[config.mk]
export PLATFORM = sky130hd
export DESIGN_NAME = disp_share_arb
export DESIGN_NICKNAME = d
export VERILOG_FILES = /design/src/rtl/disp_share_arb.sv
export SDC_FILE = /design/constraint.sdc
export NUM_CORES = 1
export LEC_CHECK = 0
export BUFFER_PORTS_ARGS = -buffer_cell sky130_fd_sc_hd__buf_2
export CAP_MARGIN = 10
export CORE_MARGIN = 2
export CORE_UTILIZATION = 50
export DETAILED_ROUTE_END_ITERATION = 16
export PLACE_DENSITY = 0.75
export SYNTH_ARGS = -nofsm -noshare
export SYNTH_HDL_FRONTEND = slang
export SYNTH_SLANG_ARGS = --single-unit
[constraint.sdc]
create_clock -name clk -period 7.4 [get_ports clk]
set_input_delay 0.37 -clock clk [delete_from_list [all_inputs] [get_ports clk]]
set_output_delay 0.37 -clock clk [all_outputs]
set_load 0.1 [all_outputs]
[src/rtl/disp_share_arb.sv]
// rtl/disp_share_arb.sv - round-robin owner of the shared 4-digit display with minimum hold time
module disp_share_arb #(
    parameter int          HOLD_CYCLES  = 200_000_000,
    parameter logic [15:0] IDLE_PATTERN = 16'h0000
) (
    input  logic        clk,
    input  logic        rst,
    input  logic [3:0]  req,
    input  logic [63:0] req_data,
    output logic [3:0]  grant,
    output logic        disp_valid,
    output logic [1:0]  disp_sel,
    output logic [15:0] disp_data
);

    localparam int CW = (HOLD_CYCLES > 2) ? $clog2(HOLD_CYCLES) : 1;
    localparam logic [CW-1:0] HOLD_MAX = CW'(HOLD_CYCLES - 1);

    typedef enum logic {IDLE, OWN} state_t;

    state_t        state;
    logic [1:0]    owner;
    logic [CW-1:0] hold_cnt;

    logic [1:0] win_all, win_oth, idx;
    logic       found_all, found_oth;

    // win_all searches all four starting after owner; win_oth excludes the owner itself
    always_comb begin
        win_all   = owner;
        win_oth   = owner;
        found_all = 1'b0;
        found_oth = 1'b0;
        idx       = owner;
        for (int k = 1; k <= 4; k++) begin
            idx = owner + 2'(k);
            if (!found_all && req[idx]) begin
                found_all = 1'b1;
                win_all   = idx;
            end
            if (k < 4 && !found_oth && req[idx]) begin
                found_oth = 1'b1;
                win_oth   = idx;
            end
        end
    end

    assign disp_sel = owner;

    always_ff @(posedge clk or posedge rst) begin
        if (rst) begin
            state      <= IDLE;
            owner      <= 2'd3;
            hold_cnt   <= '0;
            grant      <= 4'b0000;
            disp_valid <= 1'b0;
            disp_data  <= IDLE_PATTERN;
        end else begin
            case (state)
                IDLE: begin
                    if (found_all) begin
                        state      <= OWN;
                        owner      <= win_all;
                        grant      <= 4'b0001 << win_all;
                        disp_valid <= 1'b1;
                        hold_cnt   <= '0;
                        disp_data  <= req_data[16*win_all +: 16];
                    end
                end
                OWN: begin
                    if (hold_cnt != HOLD_MAX) begin
                        hold_cnt <= hold_cnt + CW'(1);
                        if (req[owner])
                            disp_data <= req_data[16*owner +: 16];
                    end else if (found_oth) begin
                        owner     <= win_oth;
                        grant     <= 4'b0001 << win_oth;
                        hold_cnt  <= '0;
                        disp_data <= req_data[16*win_oth +: 16];
                    end else if (req[owner]) begin
                        disp_data <= req_data[16*owner +: 16];
                    end else begin
                        state      <= IDLE;
                        grant      <= 4'b0000;
                        disp_valid <= 1'b0;
                        disp_data  <= IDLE_PATTERN;
                    end
                end
                default: state <= IDLE;
            endcase
        end
    end

endmodule

-- Word level (Yosys, flattened, before mapping)
Cells that the tools add are included.
W data, S select, Z words.
- bits in registers: 52
- bits of input ports: 70
- output and inout port bits: 23
- bitwise gates (word level): 1
- reduce and logical (&&, ||, !) cells: 11
- equal/unequal tests: 9
- $add $sub $neg: 4
- shifts and indexed selects: 5
- order comparisons: 4
- muxes and demuxes: 45
- operators by type and width (kind ; count):
    $shiftx A64 B7 Y16 ; 3
    $mux W28 ; 3
    $mux W16 ; 5
    $pmux W28 S2 ; 1
    $pmux W16 S2 ; 1
    $add A28 B1 Y28 const B ; 1
    $ne A28 B28 Y1 const B ; 1
    $mux W1 ; 16
    $mux W4 ; 4
    $mux W2 ; 7
    $lt A2 B3 Y1 const B ; 4
    $bmux W1 S2 ; 4
    $ne A2 B2 Y1 const B ; 4
    $pmux W4 S2 ; 1
    $shl A1 B2 Y4 const A ; 2
    $reduce_and A3 Y1 ; 2
    $add A2 B2 Y2 const B ; 2
    $pmux W1 S2 ; 2
    $pmux W2 S2 ; 1
    $reduce_and A2 Y1 ; 2
    $reduce_and A4 Y1 ; 1
    $logic_and A1 B1 Y1 ; 3
    $logic_not A1 Y1 ; 3
    $ne A3 B1 Y1 const B ; 1
    other kinds (5) ; 5

-- Depth between registers and ports, before layout
Gate-level depths: netlist (run 1).
- depth in word-level cells: 16
- depth in mapped cells: 10

-- Worst setup path before layout (run 1)
No wires, ideal clock.
- path type: reg2reg
- from: register owner[1] (netlist: disp_sel[1])
- to: register disp_data[1]
- setup time: 0.133 ns
- required time: 7.267 ns
- arrival time: 3.099 ns
- stages on the path, launching flop included: 7
- slack: 4.168 ns
- cell sequence: dfstp_2 -> clkbuf_1 -> buf_1 -> buf_1 -> mux4_2 -> a31o_2 -> a2bb2oi_1
- word-level cells in the longest chain between the ends: 16
- elaborated cells on any way between the ends: 37
- RTL lines (item ; line ; source):
    start: declaration ; 22 ; logic [1:0] owner;
    start signal: assignment ; 63 ; owner <= win_all;
    start signal: assignment ; 76 ; owner <= win_oth;
    $add A2 B1 Y2 ; 36 ; idx = owner + 2'(k);
    $bmux W1 S2 ; 37, 41 ;
    $mux W1 (not written as such) ; 37, 41 ;
    $mux W1 ; 37, 41 ;
    $logic_not A1 Y1 ; 37, 41 ;
    $logic_and A1 B1 Y1 ; 37, 41 ;
    $mux W1 ; 37, 41 ;
    $logic_not A1 Y1 ; 37, 41 ;
    $logic_and A1 B1 Y1 ; 37, 41 ;
    $mux W1 ; 37, 41 ;
    $logic_not A1 Y1 ; -- ;
    $logic_and A1 B1 Y1 ; 37 ; if (!found_all && req[idx]) begin
    $mux W2 ; 37 ;
    $shiftx A64 B7 Y16 ; 67 ; disp_data <= req_data[16*win_all +: 16];
    $mux W16 ; 61 ; if (found_all) begin
    $pmux W16 S2 ; 59 ; case (state)
    end signal: assignment ; 67 ;
    end signal: assignment ; 74 ; disp_data <= req_data[16*owner +: 16];
    end signal: assignment ; 79 ; disp_data <= req_data[16*win_oth +: 16];
    end: declaration ; 13 ; output logic [15:0] disp_data
Parallel ways exist; a longest one is shown, timed or not. The select of a mux whose other input is x is not followed.
A chain may end at the register's enable or synchronous reset.

-- Worst setup path in the final report (run 1)
- from: register hold_cnt[11]
- to: register owner[1] (netlist: disp_sel[1])
- word-level cells in the longest chain between the ends: 3
- RTL lines (item ; line ; source):
    start: declaration ; 23 ; logic [CW-1:0] hold_cnt;
    start signal: assignment ; 72 ; hold_cnt <= hold_cnt + CW'(1);
    $ne A28 B28 Y1 ; 71 ; if (hold_cnt != HOLD_MAX) begin
    $ne A2 B2 Y1 (no line) ; -- ;
    $reduce_and A3 Y1 (no line) ; -- ;
No other way between the ends.

==> results of run 1 <==
-- flip-flops by register name, summed over array words and instances (netlist names) --
signal      count
disp_data      16
disp_sel        2
disp_valid      1
grant           4
hold_cnt       28
state           1
-- kinds of logic after synthesis --
logic type,after synthesis,synth area share [%]
buffers and inverters,49,5.50
AND/OR/NAND/NOR,130,17.6
XOR/XNOR,20,4.58
multiplexers,32,14.0
flip-flops,52,34.1
AO/OA/AOI/OAI,118,23.9
adder cells (fa/ha/maj),1,0.327
-- stage by stage --
stage	util, %	setup slack (ps)	hold WS [ps]
final	60.4	3920	423
after global routing	60.4	3730	438
after CTS	60.0	3910	368
after detailed placement	58.7	3930	476
after global placement	58.7	4020	481
after floorplan	-	4170	465
-- final cells by class --
| cell class | count | area [µm²] | area share, % |
|---|---|---|---|
| well taps | 99 | 124 | 2.80 |
| flip-flops and latches | 52 | 1300 | 29.5 |
| clock buffers | 6 | 72.6 | 1.64 |
| repair buffers | 100 | 536 | 12.1 |
| clock inverters | 2 | 16.3 | 0.368 |
| inverters | 16 | 60.1 | 1.36 |
| multi-input cells | 301 | 2310 | 52.3 |
-- where the power goes --
group	switching, µW	internal [µW]	total (µW)
logic	264	96.3	360
registers	22.6	308	331
clock network	100	67.6	168
-- worst max-delay path, stage by stage (launching register included) --
cell     delay, ps
dfrtp_1        410
or4_1          530
or4_4          540
or2_0          350
or2_1          490
a21oi_4        680
mux2_2         410
-- how the worst max path moves through the flow --
| stage | start | endpoint | slack, ps | cells after the start |
|---|---|---|---|---|
| after floorplan | disp_sel[1] | disp_data[1] | 4170 | 6 |
| after global placement | hold_cnt[11] | disp_sel[1] | 4020 | 6 |
| after detailed placement | hold_cnt[11] | disp_sel[1] | 3930 | 6 |
| after CTS | hold_cnt[11] | disp_sel[1] | 3910 | 6 |
| after global routing | disp_sel[1] | disp_sel[1] | 3730 | 6 |
| final | hold_cnt[11] | disp_sel[1] | 3920 | 6 |
-- cells in the final DEF, fill, tap and decap left out, drive strengths merged, types with 7 or more instances in the layout --
cell	n
a211o	8
a211oi	12
a21boi	20
a21oi	9
a221oi	8
a2bb2oi	8
a31o	8
buf	99
dfrtp	50
inv	16
mux2i	10
mux4	16
nand2	30
nand3	15
nand4	8
nor2	32
nor2b	8
o21ai	13
or4	7
xor2	15
-- metal layers --
| layer | part of all wire [%] | track usage (%) | wire length (µm) | vias to the layer above |
|---|---|---|---|---|
| li1 | - | - | - | 1683 |
| met1 | 43 | 31.6 | 4220 | 1762 |
| met2 | 49 | 38.5 | 4800 | 146 |
| met3 | 6.8 | 4.15 | 670 | 23 |
| met4 | 2.0 | 7.83 | 197 | 0 |
| met5 | 0 | 0 | 0 | - |
==> impl_metrics.csv, run 1 <==
group,metric,value,unit
power,vdd_drop_max,0.000114,V
synth,syn_inst,402,
timing,slew-limit-headroom,26.7,%
clock_tree,cts_root_buffer,"clkbuf_8",
floorplan,chipHeight,91.5,µm
synth,ys_warn_count,0,
clock_tree,clk_pin_slew_worst_paths,100,ps
synth,syn_area_per_cell,9.51,µm²
finish,nets,547,
finish,fin_area,0.00443,mm²
timing,fmax,287,MHz
worst_hold_path,whs_path_depth,3,
drt,wl,9.88,mm
drt,dr_total_vias,3614,
global_routing,grt_pass1_wl,16.2,mm
run_status,status,"complete, no violations",
critical_path,cp-end-kind,"flip-flop",
synth,synthFlopType,"dfrtp_1",
synth,synth_area_leaders,"dfrtp_1 (33%), mux4_2 (9.4%), a21boi_0 (3.9%)",
synth,synth.distinct_cells,63,
synth,synth.most_common_cell,"dfrtp_1",
critical_path,arrival,3730,ps
clock_tree,ctsHtreeMaxLevel,2,
timing,period_needed,3480,ps
synth,ys_seq_area_share,34.1,%
synth,synth_nets,473,
timing,setup-violations-final,0,
clock_tree,cts_resized,0,
finish,drive_gt1_share,30.2,%
clock_tree,cts_tree,"built",
placement,post_dp_cell_area,0.00431,mm²
worst_hold_path,hp-class,"input pin to flip-flop",
global_routing,grt_pass1_vias,3448,
floorplan,die_w,91.5,µm
synth,synth.top_cell.area_share,32.7,%
drt,ant_nets,0,
synth,synthArstFlopShare,100,%
synth,synth_edf_count,0,
placement,place.gp.congestion,0.904,
clock_tree,cts_hold_buf,0,
synth,synth_seq_cells,52,
drt,drt_pass1_iterations,4,
synth,synthesis.area,0.00382,mm²
critical_path,cp_max_fo,26,
finish,fill_cells,626,
critical_path,reg2reg_from,"hold_cnt[11]",
critical_path,crit_required,7650,ps
timing,final_max_slew_viol_count,0,
critical_path,crit_path_start_kind,"flip-flop",
timing,finClkSkew,13.8,ps
drt,vias_per_cell,6.27,
placement,place_inst,566,
placement,hpwl,6.98,mm
finish,fin_cells,576,
placement,io_buffer_count,92,
floorplan,core_area,0.00733,mm²
power,cellLeakagePower,0.00200,µW
global_routing,gr-total-overflow,0,
power,power,859,µW
flow_run,drv_cap,0,
timing,setup_tns,0,ps
finish,area_delta_synth_final,15.7,%
clock_tree,cts_setup_buffers,0,
drt,dr.first_iter.drc_count,240,
critical_path,rrSetupSlack,3920,ps
critical_path,reg2reg_to,"disp_sel[1]",
power,pwr_density_cell,194,mW/mm²
synth,synth_common_cells,"dfrtp_1 (50), nor2_1 (32), nand2_1 (30)",
global_routing,grt_max_degree,53,
clock_tree,clk-insertion-delay-late,310,ps
clock_tree,clock_sinks,52,
critical_path,reg2reg_depth,6,
floorplan,pin_count,93,
timing,period_share,47.0,%
global_routing,antenna_found_initial,0,
clock_tree,cts_max_path_buffers,2,
critical_path,critPathKind,"flip-flop to flip-flop",
worst_hold_path,min_to,"state",
timing,rsz0062_at_grt,"false",
drt,routedWlPerCell,17.2,µm
timing,hold_viol_final,0,
floorplan,placementRows,31,
worst_hold_path,holdCritStartpoint,"req[2]",
finish,diodes,0,
floorplan,dieArea,0.00836,mm²
synth,synth_top_cell_by_area,"dfrtp_1",
drt,drc,0,
floorplan,start_util,52.2,%
timing,max_slew.worst_pin.slew,1100,ps
clock_tree,cts_made_buffers,5,
global_routing,grt_usage,23.5,%
Note: power is estimated with default switching activity, not from simulation.
==> run 2, diff against run 1 <==
clock period = 3.5 ns   (was 7.4 ns; I/O delays follow)
==> run 2 against run 1 <==
  * Final cell count is 0.69% higher
  * Flip-flop and latch count did not move
  * Clock skew decreased by 6.2 ps
  * Fmax rose by 11%
  * Setup slack worse by 3600 ps
  * Largest power group unchanged
  * Global-route usage up 0.85 points
  * Clock power grew 120%
  * Die area stayed put
  * Design area increased by 0.79%
  * Highest routed layer unchanged
  * First-iteration DRC count shrank 5.4%
==> impl_metrics.csv, run 2 (synthesis results as in run 1) <==
group,metric,value,unit
global_routing,grt_pass1_wl,16.7,mm
power,pwr_density_cell,410,mW/mm²
finish,drive_gt1_share,31.0,%
finish,area_delta_synth_final,16.7,%
timing,slew-limit-headroom,26.2,%
floorplan,start_util,52.2,%
drt,routedWlPerCell,17.5,µm
finish,final_cell_mix,"buf_2 (92), dfrtp_1 (50), nor2_1 (32)",
clock_tree,cts_max_path_buffers,2,
floorplan,dieArea,0.00836,mm²
drt,dr.first_iter.drc_count,227,
finish,fin_area,0.00446,mm²
timing,max_slew.worst_pin.slew,1110,ps
critical_path,crit_required,3710,ps
power,vdd_drop_max,0.000279,V
timing,hold_viol_final,0,
finish,final_util,60.8,%
finish,fill_cells,638,
global_routing,antenna_found_initial,0,
critical_path,crit_path_start_kind,"flip-flop",
clock_tree,cts_tree,"built",
flow_run,drv_cap,0,
drt,dr_total_vias,3678,
timing,period_share,90.0,%
global_routing,grt_pass1_vias,3555,
floorplan,chipHeight,91.5,µm
global_routing,grt_usage,24.4,%
clock_tree,cts_made_buffers,5,
power,cellLeakagePower,0.00202,µW
timing,whs,214,ps
placement,post_dp_cell_area,0.00434,mm²
finish,seqCellArea,0.00130,mm²
critical_path,critPathKind,"flip-flop to flip-flop",
global_routing,grt_max_degree,53,
clock_tree,clk-insertion-delay-late,310,ps
critical_path,cp_max_fo,20,
clock_tree,cts_setup_buffers,0,
finish,nets,551,
floorplan,core_area,0.00733,mm²
run_status,status,"complete, no violations",
placement,place_ws,385,ps
finish,top_regs,"hold_cnt (28), disp_data (16), grant (4)",
floorplan,pin_count,93,
clock_tree,ctsHtreeMaxLevel,2,
timing,setup_tns,0,ps
clock_tree,clk_pin_slew_worst_paths,100,ps
finish,final_common_cell,"buf_2",
finish,multi_input_area,0.00231,mm²
floorplan,placementRows,31,
critical_path,cp-end-kind,"flip-flop",
placement,io_buffer_count,92,
timing,period_needed,3150,ps
finish,diodes,0,
clock_tree,cts_root_buffer,"clkbuf_8",
timing,rsz0062_at_grt,"false",
finish,largest_register,"hold_cnt",
timing,final_max_slew_viol_count,0,
finish,largest_register_ff_count,28,
drt,drt_pass1_iterations,5,
drt,drc,0,
clock_tree,clock_sinks,52,
placement,place.gp.congestion,0.881,
drt,vias_per_cell,6.34,
critical_path,arrival,3350,ps
timing,fin_ws,352,ps
timing,fmax,318,MHz
drt,wl,10.2,mm
worst_hold_path,hp-class,"input pin to flip-flop",
global_routing,gr-total-overflow,0,
drt,ant_nets,0,
floorplan,die_w,91.5,µm
placement,hpwl,7.27,mm
timing,setup-violations-final,0,
timing,finClkSkew,7.64,ps
==> run 2: cell types whose count changed in the layout (fill, tap and decap cells not counted), sizes merged <==
cell	previous run	this run
buf	99	103
inv	16	18
clkbuf	6	5
clkinv	1	0
==> run 2: final timing paths <==
kind,startpoint,end,slack [ps],cells after the start
max in group asynchronous,rst,disp_sel[1],2560,4
max reg2reg,hold_cnt[11],hold_cnt[17],350,7
min in group asynchronous,rst,grant[1],370,3
max,hold_cnt[11],hold_cnt[17],350,7
min reg2reg,grant[1],grant[1],510,1
min,req[2],state,210,3
==> run 2: critical path: stages, from the launching register on <==
cell	delay (ps)
dfrtp_1	420
or4_1	520
or4_4	540
or2_0	350
or2_1	490
a21oi_4	360
buf_4	290
nor2_1	80
==> run 2: repair_timing <==
| action | 4_1_cts | 5_1_grt |
|---|---|---|
| gates resized for setup | 0 | 0 |
| endpoints found under the hold margin | 0 | 16 |
| hold buffers | 0 | 1 |
==> run 2: layer usage <==
metal  up-vias  wire [µm]  track usage, %
met3        25        668            4.48
met4         0        244            10.7
met1      1794       4280            32.2
met5         -          0               0
met2       175       4960            39.1
li1       1684          -               -
==> run 2: where the power goes <==
group | leakage [µW] | total [µW] | switching (µW) | internal (µW)
logic | 0.00134 | 776 | 569 | 207
clock network | 0.0000452 | 362 | 216 | 146
registers | 0.000635 | 692 | 40.1 | 652
total | 0.00202 | 1830 | 825 | 1010
==> run 2: stage by stage <==
step / total power [µW] / std cells
2_1_floorplan: 1300 / 402
5_1_grt: 1910 / 580
3_5_place_dp: 1470 / 570
4_1_cts: 1830 / 578
3_3_place_gp: 1470 / 570
6_report: 1830 / 580
==> run 2: area by class of cell <==
class,count,share of cell area (%)
inverter,16,1.35
clock inverter,3,0.561
sequential,52,29.2
clock buffer,5,1.54
tap,99,2.78
timing repair buffer,104,12.7
multi-input combinational,301,51.9
